### config.mk
export PLATFORM = sky130hd
export DESIGN_NAME = mem_access_unit
export DESIGN_NICKNAME = d
export VERILOG_FILES = /design/src/rtl/mau_pkg.sv /design/src/rtl/mau_lane_align.sv /design/src/rtl/mem_access_unit.sv
export SDC_FILE = /design/constraint.sdc
export NUM_CORES = 1
export LEC_CHECK = 0
export ABC_AREA = 0
export CAP_MARGIN = 20
export CORE_ASPECT_RATIO = 1.4
export CORE_UTILIZATION = 65
export CTS_BUF_LIST = sky130_fd_sc_hd__clkbuf_8
export DETAILED_ROUTE_END_ITERATION = 12
export DONT_BUFFER_PORTS = 1
export GPL_TIMING_DRIVEN = 0
export PLACE_DENSITY = 0.91
export SYNTH_ARGS = -nofsm -noshare
export SYNTH_HDL_FRONTEND = slang
export SYNTH_SLANG_ARGS = --single-unit
### constraint.sdc
create_clock -name clk -period 2.57 [get_ports clk]
set_input_delay 0.514 -clock clk [delete_from_list [all_inputs] [get_ports clk]]
set_output_delay 0.514 -clock clk [all_outputs]
set_load 0.005 [all_outputs]
### src/rtl/mau_pkg.sv
// mau_pkg: shared constants for the memory access unit.
//   SZ_*        request size encodings (same as the controller's adjsz_ctrl)
//   mau_state_e access sequencer state encoding
package mau_pkg;

    localparam logic [1:0] SZ_WORD = 2'd0;
    localparam logic [1:0] SZ_BYTE = 2'd1;
    localparam logic [1:0] SZ_HALF = 2'd2;

    typedef enum logic [2:0] {
        ST_IDLE = 3'd0,
        ST_RD   = 3'd1,
        ST_CAP  = 3'd2,
        ST_WR   = 3'd3,
        ST_DONE = 3'd4
    } mau_state_e;

endpackage

### src/rtl/mau_lane_align.sv
// mau_lane_align: combinational little-endian lane handling.
//   ld_word  in  32  word read from memory
//   st_old   in  32  word captured for read-modify-write
//   st_data  in  32  store data, sub-word data in the low bits
//   lane     in  2   byte address bits [1:0]
//   size     in  2   SZ_WORD / SZ_BYTE / SZ_HALF
//   ld_val   out 32  selected lane, sign-extended
//   st_word  out 32  st_old with the selected lane replaced
module mau_lane_align
    import mau_pkg::*;
(
    input  logic [31:0] ld_word,
    input  logic [31:0] st_old,
    input  logic [31:0] st_data,
    input  logic [1:0]  lane,
    input  logic [1:0]  size,
    output logic [31:0] ld_val,
    output logic [31:0] st_word
);

    logic [7:0]  ld_byte;
    logic [15:0] ld_half;

    always_comb begin
        case (lane)
            2'd0:    ld_byte = ld_word[7:0];
            2'd1:    ld_byte = ld_word[15:8];
            2'd2:    ld_byte = ld_word[23:16];
            default: ld_byte = ld_word[31:24];
        endcase
        ld_half = lane[1] ? ld_word[31:16] : ld_word[15:0];

        case (size)
            SZ_BYTE: ld_val = {{24{ld_byte[7]}}, ld_byte};
            SZ_HALF: ld_val = {{16{ld_half[15]}}, ld_half};
            default: ld_val = ld_word;
        endcase
    end

    always_comb begin
        st_word = st_old;
        case (size)
            SZ_BYTE: begin
                case (lane)
                    2'd0:    st_word[7:0]   = st_data[7:0];
                    2'd1:    st_word[15:8]  = st_data[7:0];
                    2'd2:    st_word[23:16] = st_data[7:0];
                    default: st_word[31:24] = st_data[7:0];
                endcase
            end
            SZ_HALF: begin
                if (lane[1]) st_word[31:16] = st_data[15:0];
                else         st_word[15:0]  = st_data[15:0];
            end
            default: st_word = st_data;
        endcase
    end

endmodule

### src/rtl/mem_access_unit.sv
// mem_access_unit: multicycle load/store sequencer in front of a synchronous
// single-port data memory (read data valid one cycle after the address).
//   clk, rst_n                  clock, async active-low reset
//   req_valid/write/size/addr/wdata   request, sampled only when idle
//   busy, done, err, rdata      status and sign-extended load result
//   mem_addr, mem_we, mem_wdata, mem_rdata   word-addressed memory port
// Build option MAU_MISALIGN_TRAP_EN: when defined, misaligned requests finish
// immediately with err and no memory access; otherwise the address is
// silently aligned and err is tied low.
//
// state   | meaning
// --------+-----------------------------------------------
// ST_IDLE | waiting for req_valid
// ST_RD   | word address driven, memory read in flight
// ST_CAP  | mem_rdata valid; capture for load or merge
// ST_WR   | mem_we high with final word
// ST_DONE | done pulse, err valid
module mem_access_unit
    import mau_pkg::*;
#(
    parameter int ADDR_W = 32
) (
    input  logic              clk,
    input  logic              rst_n,
    input  logic              req_valid,
    input  logic              req_write,
    input  logic [1:0]        req_size,
    input  logic [ADDR_W-1:0] req_addr,
    input  logic [31:0]       req_wdata,
    output logic              busy,
    output logic              done,
    output logic              err,
    output logic [31:0]       rdata,
    output logic [ADDR_W-3:0] mem_addr,
    output logic              mem_we,
    output logic [31:0]       mem_wdata,
    input  logic [31:0]       mem_rdata
);

    mau_state_e        state_q, state_d;
    logic              write_q;
    logic [1:0]        size_q;
    logic [ADDR_W-1:0] addr_q;
    logic [31:0]       wdata_q;
    logic [31:0]       merge_q;
    logic [31:0]       rdata_q;

    logic [1:0]        acc_size;
    logic [ADDR_W-1:0] acc_addr;
    logic              acc_err;
    logic [31:0]       ld_val;
    logic [31:0]       st_word;

    // Request qualification: reserved size folds to word, then either flag
    // or silently repair misalignment depending on the build.
    always_comb begin
        acc_size = (req_size == 2'd3) ? SZ_WORD : req_size;
        acc_addr = req_addr;
        acc_err  = 1'b0;
`ifdef MAU_MISALIGN_TRAP_EN
        if (acc_size == SZ_HALF)      acc_err = req_addr[0];
        else if (acc_size == SZ_WORD) acc_err = |req_addr[1:0];
`else
        if (acc_size == SZ_HALF)      acc_addr[0]   = 1'b0;
        else if (acc_size == SZ_WORD) acc_addr[1:0] = 2'b00;
`endif
    end

    always_comb begin
        state_d = state_q;
        case (state_q)
            ST_IDLE: begin
                if (req_valid) begin
                    if (acc_err)                                state_d = ST_DONE;
                    else if (req_write && acc_size == SZ_WORD) state_d = ST_WR;
                    else                                        state_d = ST_RD;
                end
            end
            ST_RD:   state_d = ST_CAP;
            ST_CAP:  state_d = write_q ? ST_WR : ST_DONE;
            ST_WR:   state_d = ST_DONE;
            ST_DONE: state_d = ST_IDLE;
            default: state_d = ST_IDLE;
        endcase
    end

    always_ff @(posedge clk or negedge rst_n) begin
        if (!rst_n) begin
            state_q <= ST_IDLE;
            write_q <= 1'b0;
            size_q  <= SZ_WORD;
            addr_q  <= '0;
            wdata_q <= '0;
            merge_q <= '0;
            rdata_q <= '0;
        end else begin
            state_q <= state_d;
            if (state_q == ST_IDLE && req_valid) begin
                write_q <= req_write;
                size_q  <= acc_size;
                addr_q  <= acc_addr;
                wdata_q <= req_wdata;
            end
            if (state_q == ST_CAP) begin
                merge_q <= mem_rdata;
                if (!write_q) rdata_q <= ld_val;
            end
        end
    end

`ifdef MAU_MISALIGN_TRAP_EN
    logic err_q;

    always_ff @(posedge clk or negedge rst_n) begin
        if (!rst_n)                            err_q <= 1'b0;
        else if (state_q == ST_IDLE && req_valid) err_q <= acc_err;
    end

    assign err = (state_q == ST_DONE) && err_q;
`else
    assign err = 1'b0;
`endif

    // Loads extract straight from mem_rdata in CAP; stores merge against the
    // word captured in CAP, which is stable throughout WR.
    mau_lane_align u_lane_align (
        .ld_word (mem_rdata),
        .st_old  (merge_q),
        .st_data (wdata_q),
        .lane    (addr_q[1:0]),
        .size    (size_q),
        .ld_val  (ld_val),
        .st_word (st_word)
    );

    // Outputs decode directly from state so reset clears mem_we asynchronously.
    assign busy      = (state_q != ST_IDLE);
    assign done      = (state_q == ST_DONE);
    assign mem_we    = (state_q == ST_WR);
    assign mem_wdata = mem_we ? st_word : 32'd0;
    assign mem_addr  = (state_q == ST_RD || state_q == ST_WR) ? addr_q[ADDR_W-1:2] : '0;
    assign rdata     = rdata_q;

endmodule

* Word-level counts from Yosys, hierarchy flattened
Cells that the tools add are included.
** Word-level totals
- Input bits :: 102
- Logic and storage cells :: 48
- Output and inout port bits :: 98
- Register bits after elaboration :: 134
** Operators by class
- Multiplexer cells :: 20
- Bitwise logic cells :: 1
- Equality and inequality tests :: 11
- Reduce and logical (&&, ||, !) cells :: 9
** Operator list (count)
- case mux 32 bit (2 select lines) :: 2
- 2-to-1 mux 16 bit :: 3
- 2-to-1 mux 32 bit :: 1
- 2-to-1 mux 8 bit :: 4
- 2-to-1 mux 30 bit :: 1
- case mux 8 bit (3 select lines) :: 1
- case mux 3 bit (4 select lines) :: 1
- == test 2 bit, second input constant :: 4
- == test 3 x 2 -> 1 bit, second input constant :: 2
- 2-to-1 mux 2 bit :: 3
- 2-to-1 mux 3 bit :: 2
- == test 2 x 1 -> 1 bit, second input constant :: 2
- logical NOT 2 bit :: 2
- == test 3 x 1 -> 1 bit, second input constant :: 1
- == test 3 bit, second input constant :: 1
- logical NOT 3 bit :: 1
- nonzero test 3 bit :: 1
- OR reduction 3 bit :: 1
- logical AND 1 bit :: 2
- 2-to-1 mux 1 bit :: 2
- != test 2 bit, second input constant :: 1
- AND reduction 2 bit :: 1
- logical OR 1 bit :: 1
- inverter 1 bit :: 1

* Depth between registers and ports, before layout
- Depth after elaboration :: 7
- Gate-level depth with buffers :: 8

* By module
Synthesis repeated with hierarchy kept, for this count alone.
** Second synthesis, totals
- Cell total of the unflattened synthesis :: 585
- Area, all modules :: 6945.4 sq um
** By module, submodules not included
- mem_access_unit :: cells each 378, instances 1, area each 5542.8 sq um
- mau_lane_align :: cells each 207, instances 1, area each 1402.6 sq um

* Worst setup path before layout
No wires, ideal clock.
- Kind :: register to output
- From :: register size_q[0]
- To :: output port mem_wdata[0]
- Path slack :: 0.412 ns
- Data required time :: 2.056 ns
- Stages on the path, launching flop included :: 8
- Arrival :: 1.644 ns
- Cell sequence :: dfrtp_1 -> inv_1 -> ha_1 -> nor2_1 -> a2bb2oi_2 -> and2_1 -> clkbuf_1 -> a22o_1
** Between the ends
- Cells in the longest elaborated chain, start to end :: 3
** RTL lines
- from (decl) :: line mem_access_unit.sv:42 : logic [1:0] size_q;
- from (signal assigned) :: line mem_access_unit.sv:100 : size_q <= acc_size;
- == test 2 bit / == test 2 x 1 -> 1 bit (equally long branches) :: line mau_lane_align.sv:42 : case (size)
- case mux 32 bit (2 select lines) * :: line mau_lane_align.sv:42
- 2-to-1 mux 32 bit * :: line mem_access_unit.sv:140 : assign mem_wdata = mem_we ? st_word : 32'd0;
- to (decl) :: line mem_access_unit.sv:36 : output logic [31:0] mem_wdata,
Mark *: on every way between the ends. The rest lies on a longest branch, timed or not.

* Worst setup path in the final report
- From :: register size_q[0]
- To :: output port mem_wdata[15]
Same word-level chain as after synthesis.

==> impl_metrics.csv <==
group,metric,value,unit
sta,fin_crit_sh,100.5,%
drt,via_per_inst,6.656,
worst_setup_path,critical_path_class,"flop to output port",
drt,initialDrtViolationCount,544,
logic_synthesis,synth.area.top_cells,"dfrtp_1 (49%), mux2_2 (21%), and2_1 (2.9%)",
placement,dpl_cell_area,7086,µm²
drt,ant_nets,0,
clocking,path_clk_slew,0.08,ns
cells_and_area,layout_commonest_cell,"dfrtp_1",
worst_setup_path,r2r_slack,0.58,ns
pwr,swShare,40.52,%
worst_setup_path,cp.arrival,2.07,ns
cells_and_area,synthToLayoutAreaGrowth,14.35,%
grt,grtUsageTotal,35.64,%
floorplan,core,10350,µm²
pwr,power_density,1461,nW/µm²
clocking,cts_sinks,134,
sta,hold_viol_final,134,
sta,worst_hold_slack,-0.2451,ns
cells_and_area,design_area,7905,µm²
pwr,p_switching,4.680,mW
pwr,p_leak,3.166,nW
worst_setup_path,ff2ff_path_depth,5,
sta,fmax,387.0,MHz
cells_and_area,fill_cells,656,
pwr,clkPwrFrac,15.8,%
logic_synthesis,ys_types,41,
cells_and_area,final_util,76.38,%
pwr,pwr-share-comb,48.8,%
drt,avgRoutedWirePerCell,24.85,µm
clocking,root_buffer,"clkbuf_8",
placement,dpl.hpwl,13640,µm
floorplan,rows,44,
drt,drc,0,
pwr,p_int,6.870,mW
cells_and_area,layout.nets,730,
worst_setup_path,reg2reg_to,"wdata_q[0]",
floorplan,die-width,89.16,µm
logic_synthesis,async_reset_ff_share,100.0,%
run_status,status,"finished, violations left",
clocking,clock_path_buffers,2,
worst_setup_path,start_kind,"flop",
floorplan,die_y,124.0,µm
cells_and_area,layout-drive-gt1-share,41.82,%
logic_synthesis,yosysWarningCount,0,
grt,antenna_found_initial,0,
worst_setup_path,required,2.06,ns
drt,drt_first_pass_iters,6,
logic_synthesis,yosysTopAreaCell,"dfrtp_1",
logic_synthesis,avgSynthCellArea,11.60,µm²
cells_and_area,layout_common_cells,"dfrtp_1 (132), mux2_2 (129), o21ai_0 (37)",
sta,setup_viol,1,
clocking,cts_tree,"yes",
sta,rsz0062_at_grt,"true",
clocking,numCtsBuffers,17,
clocking,htreeDepth,4,
pwr,ir_drop,0.7293,mV
sta,tns,-0.01366,ns
floorplan,ios,200,
grt,grt_max_degree,135,
placement,gp_congestion,0.9415,
worst_setup_path,cp_max_fo,8,
placement,io_buffer_count,0,
cells_and_area,diodes,0,
worst_setup_path,end_kind,"output port",
grt,grt_pass1_wl,28520,µm
sta,setup_slack,-0.01366,ns
worst_hold_path,hold_class,"input pin to async pin",
drt,vias,5152,
floorplan,start_util,66.79,%
grt,grt_pass1_vias,5347,
logic_synthesis,synth_nets,702,
drt,routed_wl,19230,µm
sta,slew_violations,0,
logic_synthesis,netlist_area,6913,µm²
run_status,violations,"negative hold slack, negative setup slack",
grt,grt-ovfl-total,0,
sta,skew,0.009777,ns
cells_and_area,multi_input_area,3557,µm²
run,drv_cap,0,
pwr,power_frac_seq,35.4,%
logic_synthesis,synth-seq-area-share,48.51,%
clocking,insertion_delay,0.45,ns
sta,period_minus_slack,2.584,ns
logic_synthesis,synth_seq_cells,134,
logic_synthesis,syn_inst,596,
sta,maxSlewHeadroom,62.45,%
logic_synthesis,synth_edf_count,0,
logic_synthesis,synth-main-ff-cell,"dfrtp_1",
worst_setup_path,rr_startpoint,"state_q[2]",
floorplan,die_area,11060,µm²
logic_synthesis,synth_top_area_share,48.51,%
cells_and_area,seq_area,3356,µm²
sta,tightest_slew,0.5632,ns
-- state kept, by name (all words and copies together), names as in the netlist --
name     count
addr_q      32
write_q      1
state_q      3
merge_q     32
wdata_q     32
size_q       2
rdata       32
-- cells by family (layout without fill, tap and decap cells) --
group | after synthesis | count (layout) | share of synthesized area (%)
AND/OR/NAND/NOR | 167 | 167 | 14.66
multiplexers | 136 | 136 | 22.12
flip-flops | 134 | 134 | 48.51
AO/OA/AOI/OAI | 98 | 98 | 10.08
buffers and inverters | 56 | 96 | 3.855
adder cells (fa/ha/maj) | 4 | 4 | 0.7240
other | 1 | 1 | 0.05425
-- cell type report --
class                      instances  area share (%)
sequential                       134           42.45
timing repair buffer              12           1.187
inverter                           9          0.4748
multi-input combinational        406           45.00
tap                              138           2.184
clock buffer                      21           3.656
buffer                            44           3.514
clock inverter                    10           1.535
-- synthesized netlist by cell type, types with 2 or more instances --
cell type    n
dfrtp_1    134
and2_1      32
a222oi_1     8
a32oi_1      7
nor3_1      25
a221oi_1    16
inv_1        9
nand3_1      2
a31oi_1      7
nand3b_1    26
ha_1         4
nand2b_1     6
nand2_1     13
clkbuf_1    20
nor3_4       2
mux2i_1      2
buf_2       18
nor2_1      22
buf_4        7
o21ai_0     37
mux2_2     129
a21oi_1      9
nor2b_1     32
a22o_1       8
mux2_1       5
-- critical path: stages, from the launching register on --
cell and delay, ns:
dfrtp_1 0.41, buf_6 0.13, ha_4 0.17, buf_8 0.13, nor2_4 0.15, o21ai_4 0.11, a222oi_1 0.39, nor3_2 0.12
-- worst max-delay path by stage --
stage | endpoint | start | slack (ns) | cells after the start
global placement | mem_wdata[27] | size_q[0] | -0.06 | 6
CTS | mem_wdata[15] | size_q[0] | 0.006 | 7
global route | mem_wdata[10] | size_q[0] | -0.07 | 7
detailed placement | mem_wdata[27] | size_q[0] | -0.13 | 6
finish | mem_wdata[15] | size_q[0] | -0.01 | 7
floorplan | mem_wdata[0] | size_q[0] | 0.41 | 7
-- metal layers --
layer | global-route usage [%] | vias up | wire (µm)
met1 | 37.90 | 2535 | 6617
met4 | 20.14 | 0 | 919
met2 | 61.21 | 335 | 9828
met3 | 11.80 | 67 | 1868
li1 | - | 2215 | -
met5 | 0 | - | 0
-- power groups by stage --
stage	sequential, mW	combinational, mW	clock, mW
after floorplan	3.71	3.83	0
after global placement	3.97	4.51	0
after detailed placement	4.04	4.73	0
after CTS	4.03	5.28	1.83
after global routing	4.20	6.04	1.92
final	4.08	5.64	1.83
-- metrics by stage --
step | hold WS [ns] | setup WS, ns | instances | power [mW]
3_5_place_dp | 0.2216 | -0.1310 | 734 | 8.770
4_1_cts | -0.2672 | 0.006484 | 771 | 11.14
5_1_grt | -0.2719 | -0.07368 | 774 | 12.16
2_1_floorplan | 0.2184 | 0.4119 | 596 | 7.532
3_3_place_gp | 0.2231 | -0.06295 | 734 | 8.479
6_report | -0.2451 | -0.01366 | 774 | 11.55
-- what timing repair did --
item                       4_1_cts  5_1_grt
pin swaps                       11       21
hold endpoints to repair       134      134
buffers inserted                 8        4
resized for setup               53       34
setup endpoints to repair       32       32
(Power assumes the default switching activity.)
